[config.mk]
export PLATFORM = sky130hd
export DESIGN_NAME = ram_bist_ctrl
export DESIGN_NICKNAME = d
export VERILOG_FILES = /design/src/rtl/ram_bist_pkg.sv /design/src/rtl/sp_ram_infer.sv /design/src/rtl/ram_bist_ctrl.sv
export SDC_FILE = /design/constraint.sdc
export NUM_CORES = 1
export LEC_CHECK = 0
export BUFFER_PORTS_ARGS = -buffer_cell sky130_fd_sc_hd__buf_2
export CORE_MARGIN = 3
export CORE_UTILIZATION = 35
export CTS_BUF_LIST = sky130_fd_sc_hd__clkbuf_2
export DETAILED_ROUTE_END_ITERATION = 12
export PLACE_DENSITY_LB_ADDON = 0.05
export SLEW_MARGIN = 10
export SYNTH_ARGS = -nofsm -noshare
export SYNTH_HDL_FRONTEND = slang
export SYNTH_SLANG_ARGS = --single-unit
export TNS_END_PERCENT = 50
[constraint.sdc]
create_clock -name sys_clk -period 9.1 [get_ports sys_clk]
set_input_delay 1.365 -clock sys_clk [delete_from_list [all_inputs] [get_ports sys_clk]]
set_output_delay 1.365 -clock sys_clk [all_outputs]
set_load 0.02 [all_outputs]
[src/rtl/ram_bist_pkg.sv]
// Shared definitions for the RAM self-test engine: sequencer states,
// pattern codes and the expected-data generator.
// Optional build feature: RAM_BIST_FAULT_INJECT_EN (see ram_bist_ctrl).
package ram_bist_pkg;

    typedef enum logic [2:0] {
        ST_IDLE,
        ST_WRITE,
        ST_READ,
        ST_FLUSH,
        ST_DONE
    } bist_state_t;

    localparam logic [1:0] PAT_INC  = 2'd0;
    localparam logic [1:0] PAT_INV  = 2'd1;
    localparam logic [1:0] PAT_CHK  = 2'd2;
    localparam logic [1:0] PAT_ONES = 2'd3;

    // Computed at the widest supported data width; callers keep the low DW
    // bits, which makes the sum wrap modulo 2**DW.
    function automatic logic [63:0] pat_data(
        input logic [1:0]  pat,
        input logic [63:0] seed,
        input logic [63:0] addr
    );
        logic [63:0] sum;
        logic [63:0] res;
        sum = seed + addr;
        case (pat)
            PAT_INC: res = sum;
            PAT_INV: res = ~sum;
            PAT_CHK: res = addr[0] ? ~seed : seed;
            default: res = '1;
        endcase
        return res;
    endfunction

endpackage

[src/rtl/sp_ram_infer.sv]
// Inferred single-port RAM: one registered read port, read-first on write.
module sp_ram_infer #(
    parameter int unsigned DW = 8,
    parameter int unsigned AW = 5
) (
    input  logic          clk,
    input  logic          en,
    input  logic          we,
    input  logic [AW-1:0] addr,
    input  logic [DW-1:0] din,
    output logic [DW-1:0] dout
);

    logic [DW-1:0] r_mem [2**AW];
    logic [DW-1:0] r_dout;

    // Enabled access: store on write, always return the old word
    always_ff @(posedge clk) begin
        if (en) begin
            if (we) begin
                r_mem[addr] <= din;
            end
            r_dout <= r_mem[addr];
        end
    end

    assign dout = r_dout;

endmodule

[src/rtl/ram_bist_ctrl.sv]
// RAM self-test engine: writes a pattern over the whole RAM, reads it back
// and reports pass/fail, a saturating error count and the first bad address.
// Optional build feature RAM_BIST_FAULT_INJECT_EN adds inj_en/inj_addr,
// which flip the LSB of one written word so a single mismatch is reported.
module ram_bist_ctrl
    import ram_bist_pkg::*;
#(
    parameter int unsigned DW  = 8,
    parameter int unsigned AW  = 5,
    parameter int unsigned ECW = 16
) (
    input  logic           sys_clk,
    input  logic           sys_rst,
    input  logic           start,
    input  logic [1:0]     pat_sel,
    input  logic [DW-1:0]  seed,
`ifdef RAM_BIST_FAULT_INJECT_EN
    input  logic           inj_en,
    input  logic [AW-1:0]  inj_addr,
`endif
    output logic           busy,
    output logic           done,
    output logic           pass,
    output logic [ECW-1:0] err_cnt,
    output logic [AW-1:0]  first_err_addr
);

    bist_state_t    r_state;
    logic [AW-1:0]  r_addr;
    logic [AW-1:0]  r_addr_d;
    logic           r_cmp_vld;
    logic [1:0]     r_pat;
    logic [DW-1:0]  r_seed;
    logic           r_busy;
    logic           r_done;
    logic           r_pass;
    logic [ECW-1:0] r_err_cnt;
    logic [AW-1:0]  r_first_err;
`ifdef RAM_BIST_FAULT_INJECT_EN
    logic           r_inj_en;
    logic [AW-1:0]  r_inj_addr;
`endif

    logic           w_ram_en;
    logic           w_ram_we;
    logic [DW-1:0]  w_exp_wr;
    logic [DW-1:0]  w_exp_rd;
    logic [DW-1:0]  w_wdata;
    logic [DW-1:0]  w_rdata;
    logic           w_mis;
    logic           w_last_addr;

    assign w_exp_wr    = DW'(pat_data(r_pat, 64'(r_seed), 64'(r_addr)));
    assign w_exp_rd    = DW'(pat_data(r_pat, 64'(r_seed), 64'(r_addr_d)));
    assign w_last_addr = (r_addr == '1);

    // RAM control and write data derived from the sequencer state
    always_comb begin
        w_ram_en = (r_state == ST_WRITE) || (r_state == ST_READ);
        w_ram_we = (r_state == ST_WRITE);
        w_wdata  = w_exp_wr;
`ifdef RAM_BIST_FAULT_INJECT_EN
        if (r_inj_en && (r_addr == r_inj_addr)) begin
            w_wdata = w_exp_wr ^ DW'(1);
        end
`endif
    end

    // Read data arrives one cycle after its address; compare against the
    // delayed address so the last word is checked in FLUSH.
    assign w_mis = r_cmp_vld && (w_rdata != w_exp_rd);

    sp_ram_infer #(
        .DW (DW),
        .AW (AW)
    ) u_ram (
        .clk  (sys_clk),
        .en   (w_ram_en),
        .we   (w_ram_we),
        .addr (r_addr),
        .din  (w_wdata),
        .dout (w_rdata)
    );

    // Sequencer, compare bookkeeping and registered status outputs
    always_ff @(posedge sys_clk) begin
        if (sys_rst) begin
            r_state     <= ST_IDLE;
            r_addr      <= '0;
            r_addr_d    <= '0;
            r_cmp_vld   <= 1'b0;
            r_pat       <= '0;
            r_seed      <= '0;
            r_busy      <= 1'b0;
            r_done      <= 1'b0;
            r_pass      <= 1'b0;
            r_err_cnt   <= '0;
            r_first_err <= '0;
`ifdef RAM_BIST_FAULT_INJECT_EN
            r_inj_en    <= 1'b0;
            r_inj_addr  <= '0;
`endif
        end else begin
            r_done    <= 1'b0;
            r_cmp_vld <= 1'b0;

            if (w_mis) begin
                if (r_err_cnt != '1) begin
                    r_err_cnt <= r_err_cnt + 1'b1;
                end
                if (r_err_cnt == '0) begin
                    r_first_err <= r_addr_d;
                end
            end

            case (r_state)
                ST_IDLE: begin
                    if (start) begin
                        r_state     <= ST_WRITE;
                        r_busy      <= 1'b1;
                        r_pass      <= 1'b0;
                        r_err_cnt   <= '0;
                        r_first_err <= '0;
                        r_addr      <= '0;
                        r_pat       <= pat_sel;
                        r_seed      <= seed;
`ifdef RAM_BIST_FAULT_INJECT_EN
                        r_inj_en    <= inj_en;
                        r_inj_addr  <= inj_addr;
`endif
                    end
                end
                ST_WRITE: begin
                    r_addr <= r_addr + 1'b1;
                    if (w_last_addr) begin
                        r_state <= ST_READ;
                    end
                end
                ST_READ: begin
                    r_cmp_vld <= 1'b1;
                    r_addr_d  <= r_addr;
                    r_addr    <= r_addr + 1'b1;
                    if (w_last_addr) begin
                        r_state <= ST_FLUSH;
                    end
                end
                ST_FLUSH: begin
                    r_state <= ST_DONE;
                    r_busy  <= 1'b0;
                    r_done  <= 1'b1;
                    r_pass  <= (r_err_cnt == '0) && !w_mis;
                end
                ST_DONE: begin
                    r_state <= ST_IDLE;
                end
                default: begin
                    r_state <= ST_IDLE;
                end
            endcase
        end
    end

    assign busy           = r_busy;
    assign done           = r_done;
    assign pass           = r_pass;
    assign err_cnt        = r_err_cnt;
    assign first_err_addr = r_first_err;

endmodule

### After elaboration in Yosys (flattened, before gate mapping)

Memory sizes are Yosys's and may differ from the RTL's. A register that Yosys moved wholly into a read port is not among the register bits.
Index checks and enable logic that the tools add are counted.

| word-level totals | value |
|---|---|
| bits in registers | 48 |
| bits in writable memories | 256 |
| input bits | 13 |
| output and inout port bits | 24 |
| word-level logic and storage cells | 71 |
| memories kept | 1 |

Memory list:

| memory | depth | bits a word | rd ports | clocked after memory_dff | write ports | line | RTL |
|---|---|---|---|---|---|---|---|
| u_ram.r_mem | 32 | 8 | 1 | 1 | 1 | sp_ram_infer.sv:14 | `logic [DW-1:0] r_mem [2**AW];` |

| cells by class | value |
|---|---|
| add/sub/neg operators | 4 |
| eq/ne operators | 11 |
| multiplexer cells | 27 |
| bitwise operators | 3 |
| reduce and logical (&&, ||, !) cells | 14 |

Operators with widths:

| cell | count |
|---|---|
| $mux 16 | 4 |
| $pmux 8 s3 | 2 |
| $mux 5 | 5 |
| $not 8->8 | 3 |
| $add 16x1->16 const B | 1 |
| $add 8x5->8 | 2 |
| $logic_not 16->1 | 1 |
| $mux 8 | 2 |
| $ne 16x16->1 const B | 1 |
| $pmux 3 s4 | 1 |
| $pmux 5 s2 | 1 |
| $mux 3 | 3 |
| $ne 8x8->1 | 1 |
| $mux 1 | 7 |
| $eq 3x2->1 const B | 2 |
| $ne 2x2->1 const B | 3 |
| $reduce_and 2->1 | 3 |
| $add 5x1->5 const B | 1 |
| $eq 5x5->1 const B | 1 |
| $pmux 1 s2 | 2 |
| $reduce_bool 2->1 | 2 |
| $eq 3x1->1 const B | 1 |
| $logic_not 3->1 | 1 |
| $reduce_and 3->1 | 1 |
| 7 further kinds | 8 |

### Depth between registers and ports, before layout

Gate-level depths: netlist of run 1.

| logic depth | value |
|---|---|
| depth in word-level cells | 8 |
| mapped depth | 13 |
| depth with buffers taken out | 11 |

### Cells and area by module

A second synthesis of run 1 with hierarchy kept.

| unflattened totals | value |
|---|---|
| cell total of the unflattened synthesis | 989 |
| area total of the unflattened synthesis | 13593.0 um^2 |

Modules (own cells, without submodules):

| module | instances | cells an instance | area an instance (um^2) | sequential area each (um^2) |
|---|---|---|---|---|
| sp_ram_infer | 1 | 578 | 10291.1 | 7927.6 |
| ram_bist_ctrl | 1 | 411 | 3301.9 | 960.9 |

### Worst setup path before layout of run 1

Ideal clock, no wire load.

| path | value |
|---|---|
| path type | reg2reg |
| start | reg r_seed[1] |
| end | mem u_ram.r_mem[0][7] (data pin) |
| library setup time | 0.377 ns |
| arrival time | 2.800 ns |
| data required time | 8.723 ns |
| setup slack | 5.923 ns |
| stages on the path, launching flop included | 11 |
| buffers on the path | 0 |
| clock period less this slack | 3.177 ns |
| path through | dfxtp_1 > ha_1 > a21o_1 > a21o_1 > a21o_1 > a21oi_1 > nor3_1 > a21oi_1 > xnor2_1 > nor2_1 > a21oi_1 |

| on the way | value |
|---|---|
| word-level cells in the longest chain between the ends | 3 |

Ends and longest elaborated chain:

| element | line | RTL |
|---|---|---|
| start, declared | ram_bist_ctrl.sv:33 | `logic [DW-1:0] r_seed;` |
| start signal, assigned | ram_bist_ctrl.sv:93 | `r_seed <= '0;` |
| start signal, assigned | ram_bist_ctrl.sv:126 | `r_seed <= seed;` |
| $add 8x5->8 (*) | ram_bist_pkg.sv:28 | `sum = seed + addr;` |
| $not 8->8 | ram_bist_pkg.sv:31 | `PAT_INV: res = ~sum;` |
| $pmux 8 s3 (*) | ram_bist_pkg.sv:29 | `case (pat)` |
| via u_ram.din[7] | sp_ram_infer.sv:10 | `input logic [DW-1:0] din,` |
| end, declared | sp_ram_infer.sv:14 |  |

The timed path passes the listed nets; every way through them passes the cells marked *.

### Final worst setup path of run 1

| path | value |
|---|---|
| start | reg r_addr_d[0] |
| end | reg r_err_cnt[7] (netlist: err_cnt[7]) |

| on the way | value |
|---|---|
| word-level cells in the longest chain between the ends | 8 |
| elaborated cells on any way between the ends | 9 |
| those cells by class | add/sub: 1; eq/ne: 1; mux: 5; bitwise: 1; reduce/logical: 1 |

Ends and longest elaborated chain:

| element | line | RTL |
|---|---|---|
| start, declared | ram_bist_ctrl.sv:30 | `logic [AW-1:0] r_addr_d;` |
| start signal, assigned | ram_bist_ctrl.sv:141 | `r_addr_d <= r_addr;` |
| $add 8x5->8 | ram_bist_pkg.sv:28 |  |
| $not 8->8 | ram_bist_pkg.sv:31 |  |
| $pmux 8 s3 (*) | ram_bist_pkg.sv:29 |  |
| $ne 8x8->1 (*) | ram_bist_ctrl.sv:71 | `assign w_mis = r_cmp_vld && (w_rdata != w_exp_rd);` |
| $logic_and 1x1->1 (*) | ram_bist_ctrl.sv:71 |  |
| $mux 16 (*) | ram_bist_ctrl.sv:107 | `if (w_mis) begin` |
| $mux 16 | ram_bist_ctrl.sv:118 | `if (start) begin` |
| $mux 16 (*) | ram_bist_ctrl.sv:116 | `case (r_state)` |
| end signal, assigned | ram_bist_ctrl.sv:109 | `r_err_cnt <= r_err_cnt + 1'b1;` |
| end, declared | ram_bist_ctrl.sv:37 | `logic [ECW-1:0] r_err_cnt;` |

Every way passes the cells marked *; elsewhere a longest branch is shown, timed or not.
A chain may end at the register's enable or synchronous reset.

==> summary.md, run 1 <==
| Metric | Value |
|---|---|
| Fmax | `275 MHz` |
| Worst-path fanout max | `21` |
| Unrepaired setup endpoints after global routing | `no` |
| Fin. Hold Viols | `0` |
| Peak VDD IR | `0.152 mV` |
| Syn Area/Cell | `15.2 µm²` |
| Final WL | `around 34 mm` |
| Die height | `roughly 200 µm` |
| Layout cells sized above 1 | `26.2%` |
| Hold crit path type | `flop to flop` |
| Yosys cell types | `73` |
| Ys async rst share | `0%` |
| Via density | `5.24` |
| CP bufs+invs | `0` |
| Synth Warn # | `0` |
| Status | `finished clean` |
| TritonCTS buffer count | `82` |
| Synth Instances | `895` |
| Clock Skew | `a little under 60 ps` |
| Vias in the first global route | `between 8000 and 9000` |
| Yosys reg bits | `312` |
| Reg-to-Reg Start | `r_addr_d[0]` |
| Crit path arrival time | `4460 ps` |
| Setup crit end kind | `flop` |
| Setup tns final | `0 ps` |
| Final setup violation count | `0` |
| Clk sink count | `312` |
| Non-Filler Instances | `roughly 1500` |
| Drt initial violations | `530` |
| Pre-antenna DRT Iters | `5` |
| Final period util | `about two fifths` |
| Register area | `approximately 9000 µm²` |
| DR vias | `8106` |
| Syn nets | `927` |
| First-pass GRT wire length | `53.4 mm` |
| Area Overhead vs Synth | `10.8%` |
| Critical Path Max Stage Delay | `650 ps` |
| Fin crit period | `3630 ps` |
| Hpwl dp | `21.6 mm` |
| Die area | `41200 µm²` |
| Root buffer cell | `clkbuf_2` |
| Gate power share | `7.8%` |
| Core Util, Final | `39.6%` |
| Slowest CP cell | `o21ai_2` |
| Synth Cell Area | `13600 µm²` |
| Crit path cell chain | `ha_1 > fa_1 > a21o_1 > a21oi_2 > or3_1 > a31oi_1 > nor4_1 > nand4b_2 > o21ai_2 > o21ai_0 > a21oi_1` |
| CTS Hold Buffers Added | `0` |
| Final ANT Viol Nets | `0` |
| Largest net degree at the start of global routing | `between 40 and 50` |
| Post-CTS Setup Bufs | `0` |
| Placed insts | `between 1000 and 1500` |
| Ys flop type | `edfxtp_1` |
| Required time of the worst setup path | `9920 ps` |
| Critical Path Start Type | `flop` |
| P_leak | `~0.0051 µW` |
| CTS clk-pin slew, worst paths | `100 ps` |
| Register share of total power | `57.2%` |
| Worst Setup SP | `r_addr_d[0]` |
| Num rows | `just over 70` |
| Starting Density | `a little over a third` |
| Worst Min Path Start | `first_err_addr[1]` |
| Power share of the clock group | `35.0%` |
| P_int | `between 2000 and 2500 µW` |
| Seq/Total Area, Yosys | `between 60% and 70%` |
| Power per standard cell area | `roughly 190 nW/µm²` |
| Final Total Pwr | `2830 µW` |
| Psw | `726 µW` |
| PortBufs | `36` |
| Slew of the pin with the lowest slew margin | `about 1100 ps` |
| CP delay by family, top | `compound AO/OA/AOI/OAI gates` |
| Sw frac | `about a quarter` |
| CP Class | `flop to flop` |
| MaxCap Viol Count | `0` |
| GRT overflow | `0` |
| CTS resizes | `0` |
| GRT Total Usage | `17.2%` |
| CTS tree | `built` |
| Top post-synthesis cells by area | `edfxtp_1 58%, mux4_2 11%, dfxtp_1 7.1%, a21oi_1 2.0%, nor2_1 1.9%` |
| Fillers | `3622` |
| Global placement routability congestion | `0.821` |
| Post-DP Area | `14300 µm²` |
| Largest area contributor in the netlist | `edfxtp_1` |
| Htree depth | `3` |
| Core Box Area | `37900 µm²` |
| Post-layout instance area | `15000 µm²` |
| Top cell type's share of synthesized area | `58.4%` |
| Total I/O pin count | `37` |
| Initial antenna violation count | `1` |
| Max Root-Sink Buffers | `3` |
| Area of the multi-input gates | `about 4400 µm²` |
| Wire per inst | `22.3 µm` |
| Die Wd | `about 200 µm` |
| EDFF count, synth | `264` |
| DRC violations left | `0` |
| Clk_lat worst skew | `around 950 ps` |
| Final net count | `1012` |
| Final max-slew violation count | `0` |
| Slew headroom | `~27%` |
-- state kept, by name, indices dropped and copies added, names as in the netlist, 2 cells and up --
register	flops
u_ram.r_mem	256
err_cnt	16
r_seed	8
u_ram.dout	8
first_err_addr	5
r_addr	5
r_addr_d	5
r_state	3
r_pat	2
-- synth_stat cells, types with 8 or more instances --
| cell | count |
|---|---|
| a21o_1 | 10 |
| a21oi_1 | 55 |
| a22oi_1 | 26 |
| clkbuf_1 | 31 |
| dfxtp_1 | 48 |
| edfxtp_1 | 264 |
| ha_1 | 17 |
| inv_1 | 8 |
| mux2i_1 | 8 |
| mux4_2 | 64 |
| nand2_1 | 57 |
| nand3_1 | 12 |
| nand4_1 | 12 |
| nor2_1 | 69 |
| nor2b_1 | 11 |
| nor3_1 | 10 |
| o21ai_0 | 18 |
| or3_1 | 10 |
| xnor2_1 | 23 |
| xor2_1 | 13 |
-- worst reg2reg max path, delay by kind of cell (launching register included) --
family | cells | cell delay, ps
compound gates | 6 | 1560
simple gates | 3 | 750
fa+ha+maj | 2 | 740
flops | 1 | 510
-- routing by layer --
layer | vias up | part of all wire [%] | global-route usage (%)
met3 | 64 | 4.2 | 3.29
met5 | - | 0 | 0
li1 | 3709 | - | -
met1 | 4122 | 44 | 22.2
met2 | 211 | 50 | 29.2
met4 | 0 | 2.2 | 6.24
-- power groups by stage --
stage                     sequential [µW]  clock (µW)  combinational (µW)
after floorplan                      1640           0                 151
after global placement               1650           0                 220
after detailed placement             1650           0                 225
after CTS                            1620        1040                 226
after global routing                 1620        1120                 242
final                                1620         990                 219
-- cell usage in the layout, fill, tap and decap left out, drive strengths merged, types with 4 or more instances in the layout --
cell    instances
edfxtp        264
clkbuf        117
nor2           69
mux4           64
nand2          57
a21oi          56
buf            55
dfxtp          48
a22oi          26
xnor2          23
o21ai          22
clkinv         18
ha             17
xor2           14
nand3          13
nand4          12
nor2b          11
nor3           10
or3            10
a21o           10
inv             9
mux2i           8
nand3b          7
nand2b          7
a211oi          7
and3            7
a31oi           6
and2            6
nor3b           5
nor4            5
and3b           4
o31ai           4
or4             4
-- cell type report --
class                   count  area share (%)
multi-input cells         521            29.2
repair buffers             55            2.15
clock buffers             117            3.89
flip-flops and latches    312            59.2
well taps                 511            4.25
clock inverters            22            1.12
diodes                      2          0.0333
inverters                   8           0.200
-- metrics by stage --
| step | setup WS [ps] | hold slack (ps) |
|---|---|---|
| 2_1_floorplan | 5920 | 449 |
| 3_3_place_gp | 5690 | 445 |
| 3_5_place_dp | 5520 | 463 |
| 4_1_cts | 5500 | 476 |
| 5_1_grt | 5130 | 504 |
| 6_report | 5470 | 466 |
-- worst paths after layout --
| path | depth (start not counted) | to | slack [ps] |
|---|---|---|---|
| min | 2 | first_err_addr[1] | 470 |
| min reg2reg | 2 | first_err_addr[1] | 470 |
| max reg2reg | 11 | err_cnt[7] | 5470 |
| max | 11 | err_cnt[7] | 5470 |
-- cells by family (layout without fill, tap and decap cells) --
group	after synthesis	in the layout	synth area share [%]
compound gates	148	148	7.08
xor+xnor	37	37	2.44
fa+ha+maj	19	19	1.86
buf+inv	62	202	2.41
flops	312	312	65.5
mux	74	74	11.4
other cells	0	2	0
simple gates	243	243	9.36
No activity file was read; power rests on OpenSTA's default activity.
==> run 2: changes to the inputs <==
clock period = 3.32 ns   (was 9.1 ns; I/O delays follow)
==> summary.md, run 2 (same netlist as run 1, synthesis figures left out) <==
| Metric | Value |
|---|---|
| Fin crit period | `3120 ps (was 3630 ps)` |
| R2R setup slack | `200 ps (was 5470 ps)` |
| Most frequent cells in the layout | `264 x edfxtp_1, 115 x clkbuf_2, 69 x nor2_1, 64 x mux4_2, 57 x nand2_1 (was 264 x edfxtp_1, 117 x clkbuf_2, 69 x nor2_1, 64 x mux4_2, 57 x nand2_1)` |
| CP delay by family, top | `simple AND/OR/NAND/NOR gates (was compound AO/OA/AOI/OAI gates)` |
| Crit path cell chain | `ha_1 > fa_1 > a21o_1 > a21oi_2 > or3_1 > a31oi_1 > nor4_1 > nand4b_2 > or2_1 > nand3_2 > mux2i_1 (was ha_1 > fa_1 > a21o_1 > a21oi_2 > or3_1 > a31oi_1 > nor4_1 > nand4b_2 > o21ai_2 > o21ai_0 > a21oi_1)` |
| Global placement routability congestion | `0.777 (was 0.821)` |
| Power per standard cell area | `504 nW/µm² (was 188 nW/µm²)` |
| Fmax | `320 MHz (was 275 MHz)` |
| Status | `finished clean (unchanged)` |
| Starting Density | `35.8% (unchanged)` |
| GRT Total Usage | `17.2% (about the same)` |
| Non-Filler Instances | `1592 (was 1548)` |
| Largest register by flop count | `u_ram.r_mem (unchanged)` |
| PortBufs | `36 (unchanged)` |
| Post-CTS Setup Bufs | `0 (unchanged)` |
| Required time of the worst setup path | `4120 ps (was 9920 ps)` |
| Power share of the clock group | `34.9% (was 35.0%)` |
| Die area | `41200 µm² (unchanged)` |
| CTS resizes | `0 (unchanged)` |
| Gate power share | `8.3% (was 7.8%)` |
| Critical Path Max Stage Delay | `420 ps (was 650 ps)` |
| CP Class | `flop to flop (unchanged)` |
| Crit path arrival time | `3920 ps (was 4460 ps)` |
| Fin. Hold Viols | `0 (unchanged)` |
| Unrepaired setup endpoints after global routing | `no (unchanged)` |
| Clk sink count | `312 (unchanged)` |
| Drt initial violations | `464 (was 530)` |
| Register area | `8900 µm² (unchanged)` |
| Final period util | `94.1% (was 39.9%)` |
| CTS Hold Buffers Added | `13 (was 0)` |
| DR vias | `8221 (was 8106)` |
| Worst reg2reg path endpoint | `first_err_addr[0] (was err_cnt[7])` |
| P_leak | `0.00526 µW (was 0.00506 µW)` |
| Min-Delay Endpoint | `r_pat[1] (was first_err_addr[1])` |
| Critical Path Start Type | `flop (unchanged)` |
| Placed insts | `1434 (was 1407)` |
| Die height | `203 µm (unchanged)` |
| Htree depth | `3 (unchanged)` |
| Commonest non-fill, non-tap cell in the layout | `edfxtp_1 (unchanged)` |
| Pre-antenna DRT Iters | `5 (unchanged)` |
| Setup crit end kind | `flop (unchanged)` |
| Final setup violation count | `0 (unchanged)` |
| Hold_ws | `432 ps (was 466 ps)` |
| Hold crit path type | `input port to flop (was flop to flop)` |
| Slew headroom | `41.6% (was 26.9%)` |
| Fillers | `3595 (was 3622)` |
| Root buffer cell | `clkbuf_2 (unchanged)` |
| Hpwl dp | `21.7 mm (was 21.6 mm)` |
| Clock Skew | `63.1 ps (was 59.4 ps)` |
| Final WL | `34.8 mm (was 34.4 mm)` |
| MaxCap Viol Count | `0 (unchanged)` |
| Setup tns final | `0 ps (unchanged)` |
| CTS tree | `built (unchanged)` |
| Final max-slew violation count | `0 (unchanged)` |
| Largest net degree at the start of global routing | `79 (was 45)` |
| CTS clk-pin slew, worst paths | `80 ps (was 100 ps)` |
| Area Overhead vs Synth | `13.5% (was 10.8%)` |
| Peak VDD IR | `0.257 mV (was 0.152 mV)` |
| Total I/O pin count | `37 (unchanged)` |
| Core Util, Final | `40.6% (was 39.6%)` |
| Core Box Area | `37900 µm² (unchanged)` |
| Worst-path fanout max | `8 (was 21)` |
| Final ANT Viol Nets | `0 (unchanged)` |
| Wire per inst | `21.9 µm (was 22.3 µm)` |
| Worst hold stages | `4 (was 2)` |
| TritonCTS buffer count | `82 (unchanged)` |
| Worst Min Path Start | `pat_sel[1] (was first_err_addr[1])` |
| Num rows | `71 (unchanged)` |
| Slew of the pin with the lowest slew margin | `873 ps (was 1090 ps)` |
| Vias in the first global route | `8802 (was 8683)` |
| Initial antenna violation count | `3 (was 1)` |
| Reg-to-Reg Start | `r_seed[0] (was r_addr_d[0])` |
| Register share of total power | `56.9% (was 57.2%)` |
| DRC violations left | `0 (unchanged)` |
| Die Wd | `203 µm (unchanged)` |
| Via density | `5.16 (was 5.24)` |
| CP bufs+invs | `0 (unchanged)` |
| Sw frac | `25.7% (about the same)` |
| P_int | `5770 µW (was 2100 µW)` |
| GRT overflow | `0 (unchanged)` |
| Psw | `1990 µW (was 726 µW)` |
| Clk_lat worst skew | `920 ps (was 950 ps)` |
| Slowest CP cell | `fa_1 (was o21ai_2)` |
| Final net count | `1052 (was 1012)` |
| First-pass GRT wire length | `52.8 mm (was 53.4 mm)` |
| Layout cells sized above 1 | `27.5% (was 26.2%)` |
| Max Root-Sink Buffers | `3 (unchanged)` |
| Worst reg2reg path depth | `11 (unchanged)` |
| Area of the multi-input gates | `4390 µm² (unchanged)` |
| Max reg flops | `256 (unchanged)` |
-- run 2: worst max-delay path by stage --
stage | from | to | slack, ps | cells past startpoint
detailed placement | r_seed[0] | err_cnt[14] | 220 | 11
global placement | r_seed[0] | err_cnt[15] | 330 | 11
CTS | r_seed[0] | first_err_addr[0] | 180 | 11
floorplan | r_seed[1] | u_ram.r_mem[0][7] | 140 | 10
finish | r_seed[0] | first_err_addr[0] | 200 | 11
global route | r_seed[0] | first_err_addr[0] | 20 | 11
-- run 2: per-layer routing --
metal  GRT usage, %  share of wire (%)  vias to the layer above
li1               -                  -                     3793
met1           21.8                 43                     4148
met2           29.4                 50                      212
met3           3.40                4.3                       68
met4           6.46                2.6                        0
met5              0                  0                        -
-- run 2: through the flow --
| stage | cell area, µm² | total power (µW) | setup WS, ps |
|---|---|---|---|
| floorplan | 13600 | 4900 | 143 |
| global placement | 14500 | 5140 | 330 |
| detailed placement | 14500 | 5160 | 219 |
| CTS | 15400 | 7920 | 180 |
| global route | 15400 | 8190 | 17.9 |
| finish | 15400 | 7760 | 197 |
-- run 2: final cells by class --
class,instances,area share [%]
sequential,312,57.7
multi-input combinational,521,28.5
inverter,8,0.195
antenna,4,0.0650
clock inverter,26,1.20
tap,511,4.15
timing repair buffer,95,4.42
clock buffer,115,3.74
-- run 2: tightest hold or removal path: stages --
cell and delay (ps):
dlygate4sd3_1 530, buf_2 120, nand2_1 50, a21oi_1 50
-- run 2: power groups by stage --
stage               Sequential (µW)  Clock (µW)  Combinational, µW
detailed placement             4510           0                649
CTS                            4420        2840                665
floorplan                      4490           0                413
global route                   4420        3060                709
finish                         4420        2710                641
global placement               4500           0                634
